**config.mk**
```make
export PLATFORM = sky130hd
export DESIGN_NAME = prog_counter_ras
export DESIGN_NICKNAME = d
export VERILOG_FILES = /design/src/rtl/pc_pkg.sv /design/src/rtl/ras_stack.sv /design/src/rtl/prog_counter_ras.sv
export SDC_FILE = /design/constraint.sdc
export NUM_CORES = 1
export LEC_CHECK = 0
export ABC_CLOCK_PERIOD_IN_PS = 4200
export CAP_MARGIN = 0
export CORE_ASPECT_RATIO = 1.1
export CORE_MARGIN = 5
export CORE_UTILIZATION = 49
export DETAILED_ROUTE_END_ITERATION = 8
export HOLD_SLACK_MARGIN = 0.1
export PLACE_DENSITY = 0.77
export RECOVER_POWER = 100
export SYNTH_ARGS = -nofsm -noshare
export SYNTH_HDL_FRONTEND = slang
export SYNTH_SLANG_ARGS = --single-unit
```
**constraint.sdc**
```tcl
create_clock -name clk -period 4.2 [get_ports clk]
set_input_delay 0.84 -clock clk [delete_from_list [all_inputs] [get_ports clk]]
set_output_delay 0.84 -clock clk [all_outputs]
set_load 0.01 [all_outputs]
```
**src/rtl/pc_pkg.sv**
```systemverilog
// Shared definitions for the program counter block:
// branch-type encodings and the default instruction size.
package pc_pkg;

  localparam logic [2:0] BR_SEQ   = 3'd0;
  localparam logic [2:0] BR_B     = 3'd1;
  localparam logic [2:0] BR_CBZ   = 3'd2;
  localparam logic [2:0] BR_CBNZ  = 3'd3;
  localparam logic [2:0] BR_BCOND = 3'd4;
  localparam logic [2:0] BR_BL    = 3'd5;
  localparam logic [2:0] BR_BR    = 3'd6;
  localparam logic [2:0] BR_RET   = 3'd7;

  localparam int INSTR_B_DEF = 4;

endpackage

```
**src/rtl/ras_stack.sv**
```systemverilog
// Circular return-address stack.
// A push on a full stack silently overwrites the oldest entry.
module ras_stack #(
  parameter int DEPTH  = 4,
  parameter int ADDR_W = 64
) (
  input  logic              clk,
  input  logic              rst,
  input  logic              clear,
  input  logic              push,
  input  logic              pop,
  input  logic [ADDR_W-1:0] din,
  output logic [ADDR_W-1:0] top,
  output logic              empty,
  output logic              full
);

  localparam int PW = $clog2(DEPTH);
  localparam logic [PW-1:0] ONE = PW'(1);
  localparam logic [PW:0] CMAX = (PW+1)'(DEPTH);

  logic [ADDR_W-1:0] slots [DEPTH];
  logic [PW-1:0]     ptr;
  logic [PW:0]       count;
  logic [PW-1:0]     tidx;

  assign tidx  = ptr - ONE;
  assign top   = slots[tidx];
  assign empty = (count == '0);
  assign full  = (count == CMAX);

  // Pointer and occupancy; a pop on an empty stack changes nothing.
  always_ff @(posedge clk or posedge rst) begin
    if (rst) begin
      ptr   <= '0;
      count <= '0;
    end else if (clear) begin
      ptr   <= '0;
      count <= '0;
    end else if (push) begin
      ptr   <= ptr + ONE;
      count <= full ? count : count + 1'b1;
    end else if (pop && !empty) begin
      ptr   <= tidx;
      count <= count - 1'b1;
    end
  end

  // Entry storage; contents are don't-care until written.
  always_ff @(posedge clk) begin
    if (push && !clear) begin
      slots[ptr] <= din;
    end
  end

endmodule

```
**src/rtl/prog_counter_ras.sv**
```systemverilog
// Next-PC selection for the LEGv8 core with stall, reload,
// BL link output and a circular return-address stack.
module prog_counter_ras
  import pc_pkg::*;
#(
  parameter int ADDR_W = 64,
  parameter logic [ADDR_W-1:0] RESET_PC = '0,
  parameter int RAS_DEPTH = 4,
  parameter int INSTR_B = INSTR_B_DEF
) (
  input  logic              clk,
  input  logic              rst,
  input  logic              init_load,
  input  logic [ADDR_W-1:0] init_value,
  input  logic              stall,
  input  logic [2:0]        br_type,
  input  logic              zero_flag,
  input  logic              cond_pass,
  input  logic [ADDR_W-1:0] br_offset,
  input  logic [ADDR_W-1:0] reg_target,
  output logic [ADDR_W-1:0] pc,
  output logic [ADDR_W-1:0] link_addr,
  output logic              taken,
  output logic              ras_empty,
  output logic              ras_full,
  output logic              ras_miss
);

  logic [ADDR_W-1:0] seq_pc;
  logic [ADDR_W-1:0] tgt_pc;
  logic [ADDR_W-1:0] ras_top;
  logic [ADDR_W-1:0] nxt_pc;
  logic              brk;
  logic              push;
  logic              pop;
  logic              miss_nxt;
  logic              adv;

  assign seq_pc    = pc + ADDR_W'(INSTR_B);
  assign tgt_pc    = pc + br_offset;
  assign link_addr = seq_pc;
  assign adv       = !stall && !init_load;
  assign taken     = brk && adv;

  // Decode branch type into next PC, taken flag and RAS action.
  always_comb begin
    nxt_pc   = seq_pc;
    brk      = 1'b0;
    push     = 1'b0;
    pop      = 1'b0;
    miss_nxt = 1'b0;
    unique case (br_type)
      BR_SEQ: ;
      BR_B: begin
        nxt_pc = tgt_pc;
        brk    = 1'b1;
      end
      BR_CBZ: begin
        brk    = zero_flag;
        nxt_pc = zero_flag ? tgt_pc : seq_pc;
      end
      BR_CBNZ: begin
        brk    = !zero_flag;
        nxt_pc = zero_flag ? seq_pc : tgt_pc;
      end
      BR_BCOND: begin
        brk    = cond_pass;
        nxt_pc = cond_pass ? tgt_pc : seq_pc;
      end
      BR_BL: begin
        nxt_pc = tgt_pc;
        brk    = 1'b1;
        push   = 1'b1;
      end
      BR_BR: begin
        nxt_pc = {reg_target[ADDR_W-1:2], 2'b00};
        brk    = 1'b1;
      end
      BR_RET: begin
        brk = 1'b1;
        if (!ras_empty) begin
          nxt_pc = {ras_top[ADDR_W-1:2], 2'b00};
          pop    = 1'b1;
        end else begin
          nxt_pc   = {reg_target[ADDR_W-1:2], 2'b00};
          miss_nxt = 1'b1;
        end
      end
      default: ;
    endcase
  end

  ras_stack #(
    .DEPTH  (RAS_DEPTH),
    .ADDR_W (ADDR_W)
  ) u_ras (
    .clk   (clk),
    .rst   (rst),
    .clear (init_load),
    .push  (push && adv),
    .pop   (pop && adv),
    .din   (link_addr),
    .top   (ras_top),
    .empty (ras_empty),
    .full  (ras_full)
  );

  // PC register: reload beats stall beats branch selection.
  always_ff @(posedge clk or posedge rst) begin
    if (rst) begin
      pc <= RESET_PC;
    end else if (init_load) begin
      pc <= init_value;
    end else if (!stall) begin
      pc <= nxt_pc;
    end
  end

  // One-cycle pulse after a RET that found the stack empty.
  always_ff @(posedge clk or posedge rst) begin
    if (rst) begin
      ras_miss <= 1'b0;
    end else if (init_load) begin
      ras_miss <= 1'b0;
    end else if (!stall) begin
      ras_miss <= miss_nxt;
    end
  end

endmodule

```
; Yosys cells after proc, flatten, opt, wreduce, memory -nomap -nowiden
; Memory sizes are Yosys's and may differ from the RTL's.
; Cells that the tools add are included.
[word_totals]
regBits = 70
ram_bits = 256
inputBits = 201
output_inout_bits = 132
wordCells = 60
n_memories = 1
[memory_table]
columns = memory, words, width, rd, rd_clocked_by_memory_dff, wr, line
row1 = u_ras.slots, 4, 64, 1, 0, 1, ras_stack.sv:22  ; logic [ADDR_W-1:0] slots [DEPTH];
[op_classes]
addsub = 6
eq_ne = 10
muxes = 24
n_reduce_logical = 15
[op_table]
columns = cell, count
row1 = 64-bit 2-to-1 mux, 6
row2 = 64-bit one-hot mux with 6 select lines, 1
row3 = 64-bit by 3-bit adder with 64-bit output (second input constant), 1
row4 = 64-bit adder, 1
row5 = 3-bit equality test (second input constant), 5
row6 = 3-bit 2-to-1 mux, 4
row7 = 1-bit 2-to-1 mux, 9
row8 = 3-bit by 2-bit equality test with 1-bit output (second input constant), 2
row9 = 1-bit logical AND, 6
row10 = 2-bit 2-to-1 mux, 3
row11 = 1-bit zero test, 4
row12 = 1-bit one-hot mux with 4 select lines, 1
row13 = 4-bit OR reduction, 1
row14 = 3-bit by 1-bit adder with 3-bit output (second input constant), 1
row15 = 3-bit by 1-bit equality test with 1-bit output (second input constant), 1
row16 = 3-bit zero test, 1
row17 = 3-bit inequality test (second input constant), 1
row18 = 3-bit nonzero test, 1
row19 = 3-bit by 1-bit subtractor with 3-bit output (second input constant), 1
row20 = 2-bit by 1-bit adder with 2-bit output (second input constant), 1
row21 = 2-bit inequality test (second input constant), 1
row22 = 2-bit AND reduction, 1
row23 = 2-bit OR reduction, 1
row24 = 2-bit by 1-bit subtractor with 2-bit output (second input constant), 1

; Longest topological paths before layout
[depth]
word_depth = 8
depth_mapped = 13
ltp_nobuf = 13

; Modules after synthesis
; A second synthesis with hierarchy kept.
[unflattened]
cells_unflattened = 1701
hier_area_um2 = 19178.4
[by_module_without_submodules]
columns = module, n_inst, cells_per_inst, area_each_um2, seq_area_each_um2
row1 = ras_stack, 1, 385, 9703.1, 7812.5
row2 = prog_counter_ras, 1, 1316, 9475.3, 1626.6

; Least setup slack after synthesis
; OpenSTA, ideal clock, no wires.
[synth_timing]
kind = input -> register
from = input stall
to = memory u_ras.slots[2][10] (enable)
setup_time_ps = 426
t_arrival_ps = 3519
required_ps = 3774
slack_ps = 255
stages = 4
n_path_buf = 1
cell_sequence = clkbuf_1 or2_2 nor3_1 and2_1
[synth_between]
elab_chain_len = 6
[synth_lines]
columns = element, line
row1 = start: declaration, prog_counter_ras.sv:15  ; input logic stall,
row2 = 1-bit zero test, --
row3 = 1-bit logical AND, prog_counter_ras.sv:42  ; assign adv = !stall && !init_load;
row4 = 1-bit logical AND, prog_counter_ras.sv:100  ; .push (push && adv),
row5 = 1-bit logical AND, ras_stack.sv:51  ; if (push && !clear) begin
row6 = 1-bit 2-to-1 mux, ras_stack.sv:51
row7 = 1-bit 2-to-1 mux (not written as such), ras_stack.sv:52  ; slots[ptr] <= din;
row8 = end: declaration, ras_stack.sv:22
; No other way between the ends.

; Final worst setup path
[layout_timing]
from = register pc[17]
to = output link_addr[49]
[layout_between]
elab_chain_len = 1
[layout_lines]
columns = element, line
row1 = start: declaration, prog_counter_ras.sv:21  ; output logic [ADDR_W-1:0] pc,
row2 = start signal: assignment, prog_counter_ras.sv:113  ; pc <= init_value;
row3 = start signal: assignment, prog_counter_ras.sv:115  ; pc <= nxt_pc;
row4 = 64-bit by 3-bit adder with 64-bit output, prog_counter_ras.sv:39  ; assign seq_pc = pc + ADDR_W'(INSTR_B);
row5 = end: declaration, prog_counter_ras.sv:22  ; output logic [ADDR_W-1:0] link_addr,
; No other way between the ends.

==> impl_results.md <==
- Status: complete, but fails checks
- Failing checks: max-capacitance violations, max-slew violations
- Largest net degree at the start of global routing: 67
- Mean Syn Cell Area: between 10 and 15 µm²
- Drt wl/cell: about 28 µm
- Chip height: between 200 and 250 µm
- PortBufs: between 300 and 400
- Grt total ovfl: 0
- Tmin final: 4140 ps
- Final Cycle Share: 98.6%
- Number of antenna violations at the first check in global routing: 2
- Setup WS post-layout: about 57 ps
- Drt pass-1 iters: 8
- Initial DRC count: approximately 1700
- Layout area overhead: 33.6%
- P per Cell Area: roughly 410 nW/µm²
- Yosys warnings: 0
- # nets final: 2345
- Setup violations, final: 0
- RSZ-0062 raised after global routing: true
- Storage element area: 9220 µm²
- Fin cells: 2594
- Num rows: 74
- Total Wirelength: 72.7 mm
- Fmax: ~0.24 GHz
- # hold bufs at CTS: 0
- Crit path from: pc[17]$_DFFE_PP0P_
- Core area: 37300 µm²
- Chip width: ~200 µm
- Vias per cell: ~6.4
- FFs w/ async S/R, synth: approximately 22%
- H-tree depth: 2
- Syn Nets: 1904
- Relative slew slack: -27.7%
- Die area: 41900 µm²
- Crit path capture type: output port
- Clock skew: a little under 20 ps
- WP data required: between 3000 and 4000 ps
- Most frequent cells in the layout: clkdlybuf4s50_1 (313), edfxtp_1 (248), buf_4 (160)
- Worst EP arrival: roughly 3300 ps
- Layout cell share with drive strength beyond 1: between 10% and 20%
- Initial core utilization: between 40 and 50%
- Top_reg_cell synth: edfxtp_1
- Final Hold Viols: 0
- Later-pin clock latency in the skew report: about 540 ps
- CTS Buffer Depth: 3
- CTS tree: built
- Vias in the first global route: 16922
- Synth cell types: 84
- CTS sink count: 318
- Root Buffer: clkbuf_16
- Total track usage: approximately a third
- Slew Viols, Final: between 50 and 60
- Mapped Area: between 15000 and 20000 µm²
- Yosys reg bits: ~320
- Clock Pin Slew Worst Setup and Hold Paths: roughly 60 ps
- Layout fillers: 2849
- TritonCTS Buffers: 35
- Post-Place Cells: approximately 2500
- Reg-to-reg startpoint: pc[1]$_DFFE_PP0P_
- Post-synth EDFFs: 248
- Worst Hold Launch: u_ras.count[0]$_DFFE_PP0P_
- DRC: 0
- Synthesized instance count: approximately 1600
- # IOs: approximately 330
- Multi-input logic area: roughly 9000 µm²
- CP Launch Type: flop
- HPWL after DPL: between 50 and 60 mm
- Worst-Margin Slew: about 1900 ps
- Total number of vias: roughly 17000
- Max-Cap Viols: 2
- Most common cell after layout, fill and taps aside: clkdlybuf4s50_1
- Worst min path class: reg -> reg
- Max FO, Critical Path: 6
- Pre-CTS WS: -316 ps
- Crit Path Category: reg -> out
- Post-route ant nets: 0
- Leakage power: around 9.4 nW
- Worst VDD drop: around 0.00035 V
- Gpl congestion: ~0.96
- Global-route wire length before repair: between 100 and 150 mm
- Seq/Total Area, Yosys: 49.5%
==> metrics by stage <==
stage	setup TNS, ps	power, W	hold slack (ps)	area [µm²]	util, %
after floorplan	0	0.00568	462	18600	-
after global placement	-1840	0.00727	485	23500	63.0
after detailed placement	-2450	0.00731	513	23500	63.0
after CTS	0	0.0103	525	24700	66.1
after global routing	-88.5	0.0107	548	24800	66.5
final	0	0.0103	524	24800	66.5
==> critical path: stages (launching register included) <==
cell and delay, ps:
dfrtp_2 440, nand3_2 130, or3_4 450, nor4_4 260
buf_4 180, and3_4 230, buf_4 140, nand4_1 150
xnor2_2 210, clkdlybuf4s50_1 570
==> flip-flops by register name, indices dropped and copies added, names as in the netlist <==
name         count
ras_miss         1
u_ras.ptr        2
u_ras.slots    248
u_ras.count      3
pc              64
==> final timing paths <==
kind	to	slack, ps	cells after the start
worst min register to register	u_ras.count[0]$_DFFE_PP0P_	520	1
worst max register to register	pc[55]$_DFFE_PP0P_	510	14
max in group asynchronous	pc[24]$_DFFE_PP0P_	680	3
worst max-delay path	link_addr[49]	60	9
min in group asynchronous	pc[0]$_DFFE_PP0P_	1240	2
worst min-delay path	u_ras.count[0]$_DFFE_PP0P_	520	1
==> report_power, final <==
| group | switching (W) | internal (W) |
|---|---|---|
| Sequential | 0.000146 | 0.00359 |
| Clock | 0.00125 | 0.00168 |
| Combinational | 0.00197 | 0.00164 |
==> repair_timing <==
action                                 CTS  global route
endpoints found under the hold margin    0             0
pin swaps                                1             3
setup buffers                            2             6
setup endpoints to repair               28            28
resized for setup                       25            28
==> area by class of cell <==
type / count / area share (%)
Inverter: 38 / 0.580
Clock buffer: 45 / 3.72
Multi-Input combinational cell: 1177 / 36.5
Clock inverter: 16 / 0.549
Antenna cell: 2 / 0.0202
Sequential cell: 318 / 37.1
Tap cell: 494 / 2.49
Timing Repair Buffer: 504 / 19.0
==> Yosys cell counts (29+ instances only) <==
cell type | instances | area (µm²)
edfxtp_1 | 248 | 7450
nand2_1 | 142 | 533
a21oi_1 | 135 | 676
o21ai_0 | 99 | 495
nor2_1 | 86 | 323
clkbuf_1 | 78 | 293
xnor2_1 | 75 | 657
dfrtp_1 | 70 | 1750
ha_1 | 68 | 851
mux4_2 | 62 | 1400
nand3_1 | 46 | 230
a221o_1 | 41 | 410
xor2_1 | 41 | 359
inv_1 | 37 | 139
a21o_1 | 33 | 248
nor3_1 | 29 | 145
==> logic make-up after synthesis <==
| kind of cell | count (synthesis) | share of synthesized area (%) |
|---|---|---|
| compound gates | 492 | 17.9 |
| xor+xnor | 116 | 5.47 |
| fa+ha+maj | 70 | 4.79 |
| buf+inv | 138 | 2.97 |
| flops | 318 | 49.5 |
| mux | 68 | 7.85 |
| simple gates | 431 | 11.5 |
==> per-layer routing <==
metal | track usage, % | up-vias | wire length, µm
met1 | 41.9 | 8171 | 27200
met2 | 56.8 | 991 | 35400
met3 | 6.16 | 208 | 6360
met5 | 0 | - | 18
met4 | 14.8 | 2 | 3730
li1 | - | 7249 | -
Note: power is estimated with default switching activity, not from simulation.
